<file path="config.mk">
export PLATFORM = sky130hd
export DESIGN_NAME = tail_light_decoder
export DESIGN_NICKNAME = d
export VERILOG_FILES = /design/src/rtl/tail_light_decoder.sv
export SDC_FILE = /design/constraint.sdc
export NUM_CORES = 1
export LEC_CHECK = 0
export CORE_MARGIN = 2
export CORE_UTILIZATION = 53
export DETAILED_ROUTE_END_ITERATION = 12
export PLACE_DENSITY = 0.88
export SYNTH_ARGS = -nofsm -noshare
export SYNTH_HDL_FRONTEND = slang
export SYNTH_SLANG_ARGS = --single-unit
</file>
<file path="constraint.sdc">
create_clock -name clk -period 3.5 [get_ports clk]
set_clock_uncertainty 0.05 [all_clocks]
set_input_delay 0.7 -clock clk [delete_from_list [all_inputs] [get_ports clk]]
set_output_delay 0.7 -clock clk [all_outputs]
set_load 0.03 [all_outputs]
</file>
<file path="src/rtl/tail_light_decoder.sv">
`default_nettype none
// ============================================================================
// Module      : tail_light_decoder
// Description : Receive-side monitor for the 3-bit left/right tail-light
//               sequence (000 -> 001 -> 011 -> 111 -> 000). It tracks the
//               phase of each side, pulses on every completed blink cycle,
//               counts completed cycles, and latches the first protocol error.
// Ports       : clk           rising-edge clock
//               reset         asynchronous, active-high; clears all state
//               lights_l/_r   lamp buses, sampled every rising edge
//               clear         synchronous clear of err, err_code, cnt_l, cnt_r
//               active_l/_r   tracker in phase P1..P3
//               done_l/_r     one-cycle pulse on a completed sequence
//               cnt_l/_r      completed-sequence counters (wrap)
//               err           sticky error flag
//               err_code      first error: 01 invalid, 10 transition, 11 overlap
// Revision    : 1.0 - initial release
// ============================================================================
module tail_light_decoder #(
    parameter int CNT_W = 8
) (
    input  logic             clk,
    input  logic             reset,
    input  logic [2:0]       lights_l,
    input  logic [2:0]       lights_r,
    input  logic             clear,
    output logic             active_l,
    output logic             active_r,
    output logic             done_l,
    output logic             done_r,
    output logic [CNT_W-1:0] cnt_l,
    output logic [CNT_W-1:0] cnt_r,
    output logic             err,
    output logic [1:0]       err_code
);

    localparam logic [2:0] c_ST_IDLE   = 3'd0;
    localparam logic [2:0] c_ST_P1     = 3'd1;
    localparam logic [2:0] c_ST_P2     = 3'd2;
    localparam logic [2:0] c_ST_P3     = 3'd3;
    localparam logic [2:0] c_ST_RESYNC = 3'd4;

    localparam logic [1:0] c_ERR_NONE    = 2'b00;
    localparam logic [1:0] c_ERR_INVALID = 2'b01;
    localparam logic [1:0] c_ERR_TRANS   = 2'b10;
    localparam logic [1:0] c_ERR_OVERLAP = 2'b11;

    logic [2:0]       w_sample [2];
    logic             w_overlap;
    logic [1:0]       w_invalid;
    logic [1:0]       w_trans;
    logic [1:0]       w_active;
    logic [1:0]       w_done;
    logic [CNT_W-1:0] w_cnt [2];

    assign w_sample[0] = lights_l;
    assign w_sample[1] = lights_r;

    // Both lamps lit in the same sample is never legal.
    assign w_overlap = (|lights_l) & (|lights_r);

    generate
        for (genvar gi = 0; gi < 2; gi++) begin : g_side
            logic [2:0]       r_state;
            logic [2:0]       w_state_next;
            logic             w_is_invalid;
            logic             w_trans_evt;
            logic             w_done_evt;
            logic             w_active_i;
            logic             r_done;
            logic [CNT_W-1:0] r_cnt;

            always_comb begin
                w_is_invalid = !((w_sample[gi] == 3'b000) || (w_sample[gi] == 3'b001) ||
                                 (w_sample[gi] == 3'b011) || (w_sample[gi] == 3'b111));
            end

            // State register
            always_ff @(posedge clk or posedge reset) begin
                if (reset) begin
                    r_state <= c_ST_IDLE;
                end else begin
                    r_state <= w_state_next;
                end
            end

            // Next-state logic. Overlap and invalid codes override the
            // phase logic; transition errors are suppressed in RESYNC.
            always_comb begin
                w_state_next = r_state;
                w_trans_evt  = 1'b0;
                w_done_evt   = 1'b0;
                if (w_overlap || w_is_invalid) begin
                    w_state_next = c_ST_RESYNC;
                end else begin
                    case (r_state)
                        c_ST_IDLE: begin
                            if (w_sample[gi] == 3'b001) begin
                                w_state_next = c_ST_P1;
                            end else if (w_sample[gi] != 3'b000) begin
                                w_trans_evt  = 1'b1;
                                w_state_next = c_ST_RESYNC;
                            end
                        end
                        c_ST_P1: begin
                            if (w_sample[gi] == 3'b011) begin
                                w_state_next = c_ST_P2;
                            end else begin
                                w_trans_evt  = 1'b1;
                                w_state_next = c_ST_RESYNC;
                            end
                        end
                        c_ST_P2: begin
                            if (w_sample[gi] == 3'b111) begin
                                w_state_next = c_ST_P3;
                            end else begin
                                w_trans_evt  = 1'b1;
                                w_state_next = c_ST_RESYNC;
                            end
                        end
                        c_ST_P3: begin
                            if (w_sample[gi] == 3'b000) begin
                                w_state_next = c_ST_IDLE;
                                w_done_evt   = 1'b1;
                            end else begin
                                w_trans_evt  = 1'b1;
                                w_state_next = c_ST_RESYNC;
                            end
                        end
                        c_ST_RESYNC: begin
                            if (w_sample[gi] == 3'b000) begin
                                w_state_next = c_ST_IDLE;
                            end
                        end
                        default: begin
                            w_state_next = c_ST_IDLE;
                        end
                    endcase
                end
            end

            // Output logic
            always_comb begin
                w_active_i = (r_state == c_ST_P1) || (r_state == c_ST_P2) ||
                             (r_state == c_ST_P3);
            end

            // Done pulse and wrapping counter; clear takes effect before the
            // same-cycle increment so a coincident done leaves the count at 1.
            always_ff @(posedge clk or posedge reset) begin
                if (reset) begin
                    r_done <= 1'b0;
                    r_cnt  <= '0;
                end else begin
                    r_done <= w_done_evt;
                    r_cnt  <= (clear ? '0 : r_cnt) + CNT_W'(w_done_evt);
                end
            end

            assign w_invalid[gi] = w_is_invalid;
            assign w_trans[gi]   = w_trans_evt;
            assign w_active[gi]  = w_active_i;
            assign w_done[gi]    = r_done;
            assign w_cnt[gi]     = r_cnt;
        end
    endgenerate

    logic [1:0] w_evt_code;
    logic       w_err_base;
    logic       w_err_next;
    logic [1:0] w_code_next;
    logic       r_err;
    logic [1:0] r_err_code;

    // Priority: overlap > invalid code > illegal transition.
    always_comb begin
        w_evt_code = c_ERR_NONE;
        if (w_overlap) begin
            w_evt_code = c_ERR_OVERLAP;
        end else if (|w_invalid) begin
            w_evt_code = c_ERR_INVALID;
        end else if (|w_trans) begin
            w_evt_code = c_ERR_TRANS;
        end
    end

    // First error since reset/clear wins the code register.
    always_comb begin
        w_err_base  = clear ? 1'b0 : r_err;
        w_err_next  = w_err_base;
        w_code_next = clear ? c_ERR_NONE : r_err_code;
        if (w_evt_code != c_ERR_NONE) begin
            w_err_next = 1'b1;
            if (!w_err_base) begin
                w_code_next = w_evt_code;
            end
        end
    end

    always_ff @(posedge clk or posedge reset) begin
        if (reset) begin
            r_err      <= 1'b0;
            r_err_code <= c_ERR_NONE;
        end else begin
            r_err      <= w_err_next;
            r_err_code <= w_code_next;
        end
    end

    assign active_l = w_active[0];
    assign active_r = w_active[1];
    assign done_l   = w_done[0];
    assign done_r   = w_done[1];
    assign cnt_l    = w_cnt[0];
    assign cnt_r    = w_cnt[1];
    assign err      = r_err;
    assign err_code = r_err_code;

endmodule
`default_nettype wire

</file>
==> reports/summary.txt <==
Slowest Stage Delay on Critical Path - 0.60 ns
post-DP HPWL - 2350 µm
post-layout util - 0.680
leakage power - 0.801 nW
worst setup margin - 0.865 ns
Reg2Reg Setup Slack - 1.65 ns
worst slew pin tran - 1.00 ns
GR Util All Layers - 0.190
Min-Delay Path Class - flop to flop
Die ar. - 3440 µm²
fill cell instance count of the final layout - 232
synth warn - 0
CTS resizes - 0
Reg2Reg Depth - 7
WHS Path Cells - 2
row count - 19
vias in the first global route - 1185
Nets - 208
CP Launch Type - primary input
Hold Startpoint - cnt_r[7]
max_slew headroom - 0.333
clk_lat worst skew - 0.31 ns
CP endpoint kind - flop
detailed-route via count - 1350
FF-to-FF Start - g_side[1].r_state[1]
worst-path cell chain - clkdlybuf4s50_1 > or3_1 > nor3_1 > ha_1 > ha_1 > nand3_1 > xor2_1 > nor2_1
met3 WL - 173 µm
syn avg cell area - 9.41 µm²
Clock Path Buffers - 2
first-pass GRT wire length - 5090 µm
global placer's final weighted congestion - 0.838
area of the multi-input gates - 835 µm²
Total Wirelength - 3150 µm
Die X - 58.6 µm
CP max FO - 13
Slew Viols, Final - 0
CP max-delay cell - clkdlybuf4s50_1
CORE AREA - 2810 µm²
clock transition at the registers of the reported paths - 0.14 ns
Hold Violations, Final - 0
fmax - 379 MHz
Layout Cells excl Fill - 225
GRT overflow - 0
post-synthesis cell count - 168
hold endpoint - cnt_r[7]
met1 WL - 1420 µm
WL/cell - 14.0 µm
htree depth - 1
RSZ-0062 raised after global routing - no
fin crit period - 2.64 ns
register bit count reported by yosys - 27
met2 WL post-DR - 1540 µm
Tot Pwr - 0.525 mW
Netlist Area Pre-Place - 1580 µm²
post-synth top area cell - dfrtp_1
initial core utilization - 0.564
Post-synth EDFFs - 0
placed cell count - 221
most common cell in the netlist - dfrtp_1
DR DRC count - 3
FF-to-FF End - cnt_r[4]
critical path launch point - lights_r[1]
Crit Path Category - primary input to flop
CTS Buf Count - 3
Final setup viols - 0
Tcrit/Tclk final - 0.753
outcome - complete, but fails checks
Initial DRT Pass Iterations - 8
top cell type's share of synthesized area - 0.427
DR top layer - met4
CP bufs+invs - 1
die extent in y - 58.6 µm
largest net degree at the start of global routing - 28
Final ANT Viol Nets - 0
most frequent cells after synthesis - dfrtp_1 (27), nor2_1 (21), nand3_1 (12), nand2_1 (11), xor2_1 (10)
Max VDD drop - 147 µV
crit-path most repeated cell - ha_1
PortBufs - 31
register area share after synthesis - 0.427
# Post-CTS Setup Buffers - 0
Placed Area - 1880 µm²
ys async rst share - 1.00
CTS root buf - clkbuf_4
failing checks - design-rule violations
pre-CTS setup slack - 0.560 ns
Synth area leaders - dfrtp_1 (43%), xor2_1 (5.5%), nor2_1 (5.0%)
CTS tree - built
crit-path leading delay family - simple AND/OR/NAND/NOR gates
share of layout cells above drive strength 1 - 0.0670
final instance area - 1910 µm²
PD cells - 275 nW/µm²
Yosys cell types - 43
ant diodes - 0
Syn-to-layout area delta - 20.6%
setup_tns - 0 ns
routed vias/inst - 6.00
hold-fix buffer count after cts - 0
crit path DAT - 2.81 ns
sequential cell area - 676 µm²
Worst EP required - 3.68 ns
initial DRC count - 101
syn nets - 181
IO Pins - 32
Hold WS - 0.516 ns
total of max-cap violations - 0
initial antenna violation count - 0
CTS sink count - 27
most used flip-flop cell after synthesis - dfrtp_1
-- worst reg2reg max path, cell delays in order, from the launching register on --
cell and delay [ns]:
dfrtp_1 0.61, nand2_1 0.09, nor3_1 0.20, ha_1 0.26
ha_1 0.24, nand3_1 0.12, xor2_1 0.15, nor2_1 0.05
-- power breakdown --
part | internal (mW) | total, mW | switching [mW]
clock network | 0.0445 | 0.131 | 0.0865
logic | 0.0301 | 0.0731 | 0.0430
registers | 0.316 | 0.321 | 0.00445
-- layout make-up --
class,instances,area share
Timing Repair Buffer,32,0.167
Inverter,4,0.00787
Tap cell,31,0.0203
Multi-Input combinational cell,127,0.437
Sequential cell,27,0.354
Clock buffer,4,0.0138
-- sequential cells by signal, indices dropped and copies added (netlist names) --
register        count
cnt_r               8
g_side.r_state      6
done_l              1
err_code            2
err                 1
done_r              1
cnt_l               8
-- routing by layer --
metal  up-vias  global-route usage
met1       658               0.252
li1        642                   -
met2        48               0.323
met4         0              0.0584
met3         2              0.0264
met5         -                   0
-- layout by cell type, fill, tap and decap left out, types with 2 or more instances in the layout --
master / n
nor2_1: 21
ha_1: 4
nand2b_1: 4
nand2_1: 11
nand4bb_1: 2
nand3b_1: 2
o21ai_0: 5
and3_1: 5
clkdlybuf4s50_1: 31
a211oi_1: 2
nor3_1: 3
clkbuf_4: 3
dfrtp_1: 27
nand3_1: 12
or2_1: 2
or3_1: 5
o21ai_1: 4
xor2_1: 10
a21oi_1: 5
inv_1: 4
o32ai_2: 2
nor2b_1: 6
nand4b_1: 2
a31oi_1: 4
xnor2_1: 2
-- worst max path at each step --
| stage | cells after the start | end | slack, ns |
|---|---|---|---|
| after floorplan | 8 | cnt_r[4] | 1.16 |
| after global placement | 8 | cnt_r[6] | 0.65 |
| after detailed placement | 8 | cnt_r[4] | 0.56 |
| after CTS | 8 | cnt_r[4] | 0.92 |
| after global routing | 8 | cnt_r[6] | 0.69 |
| final | 8 | cnt_r[4] | 0.86 |
-- cells by family (layout without fill, tap and decap cells) --
| group | after synthesis | after routing | share of synthesized area |
|---|---|---|---|
| AND/OR/NAND/NOR | 81 | 81 | 0.292 |
| AO/OA/AOI/OAI | 30 | 30 | 0.138 |
| flip-flops | 27 | 27 | 0.427 |
| buffers and inverters | 14 | 40 | 0.0451 |
| XOR/XNOR | 12 | 12 | 0.0665 |
| adder cells (fa/ha/maj) | 4 | 4 | 0.0316 |
No activity file was read; power rests on OpenSTA's default activity.
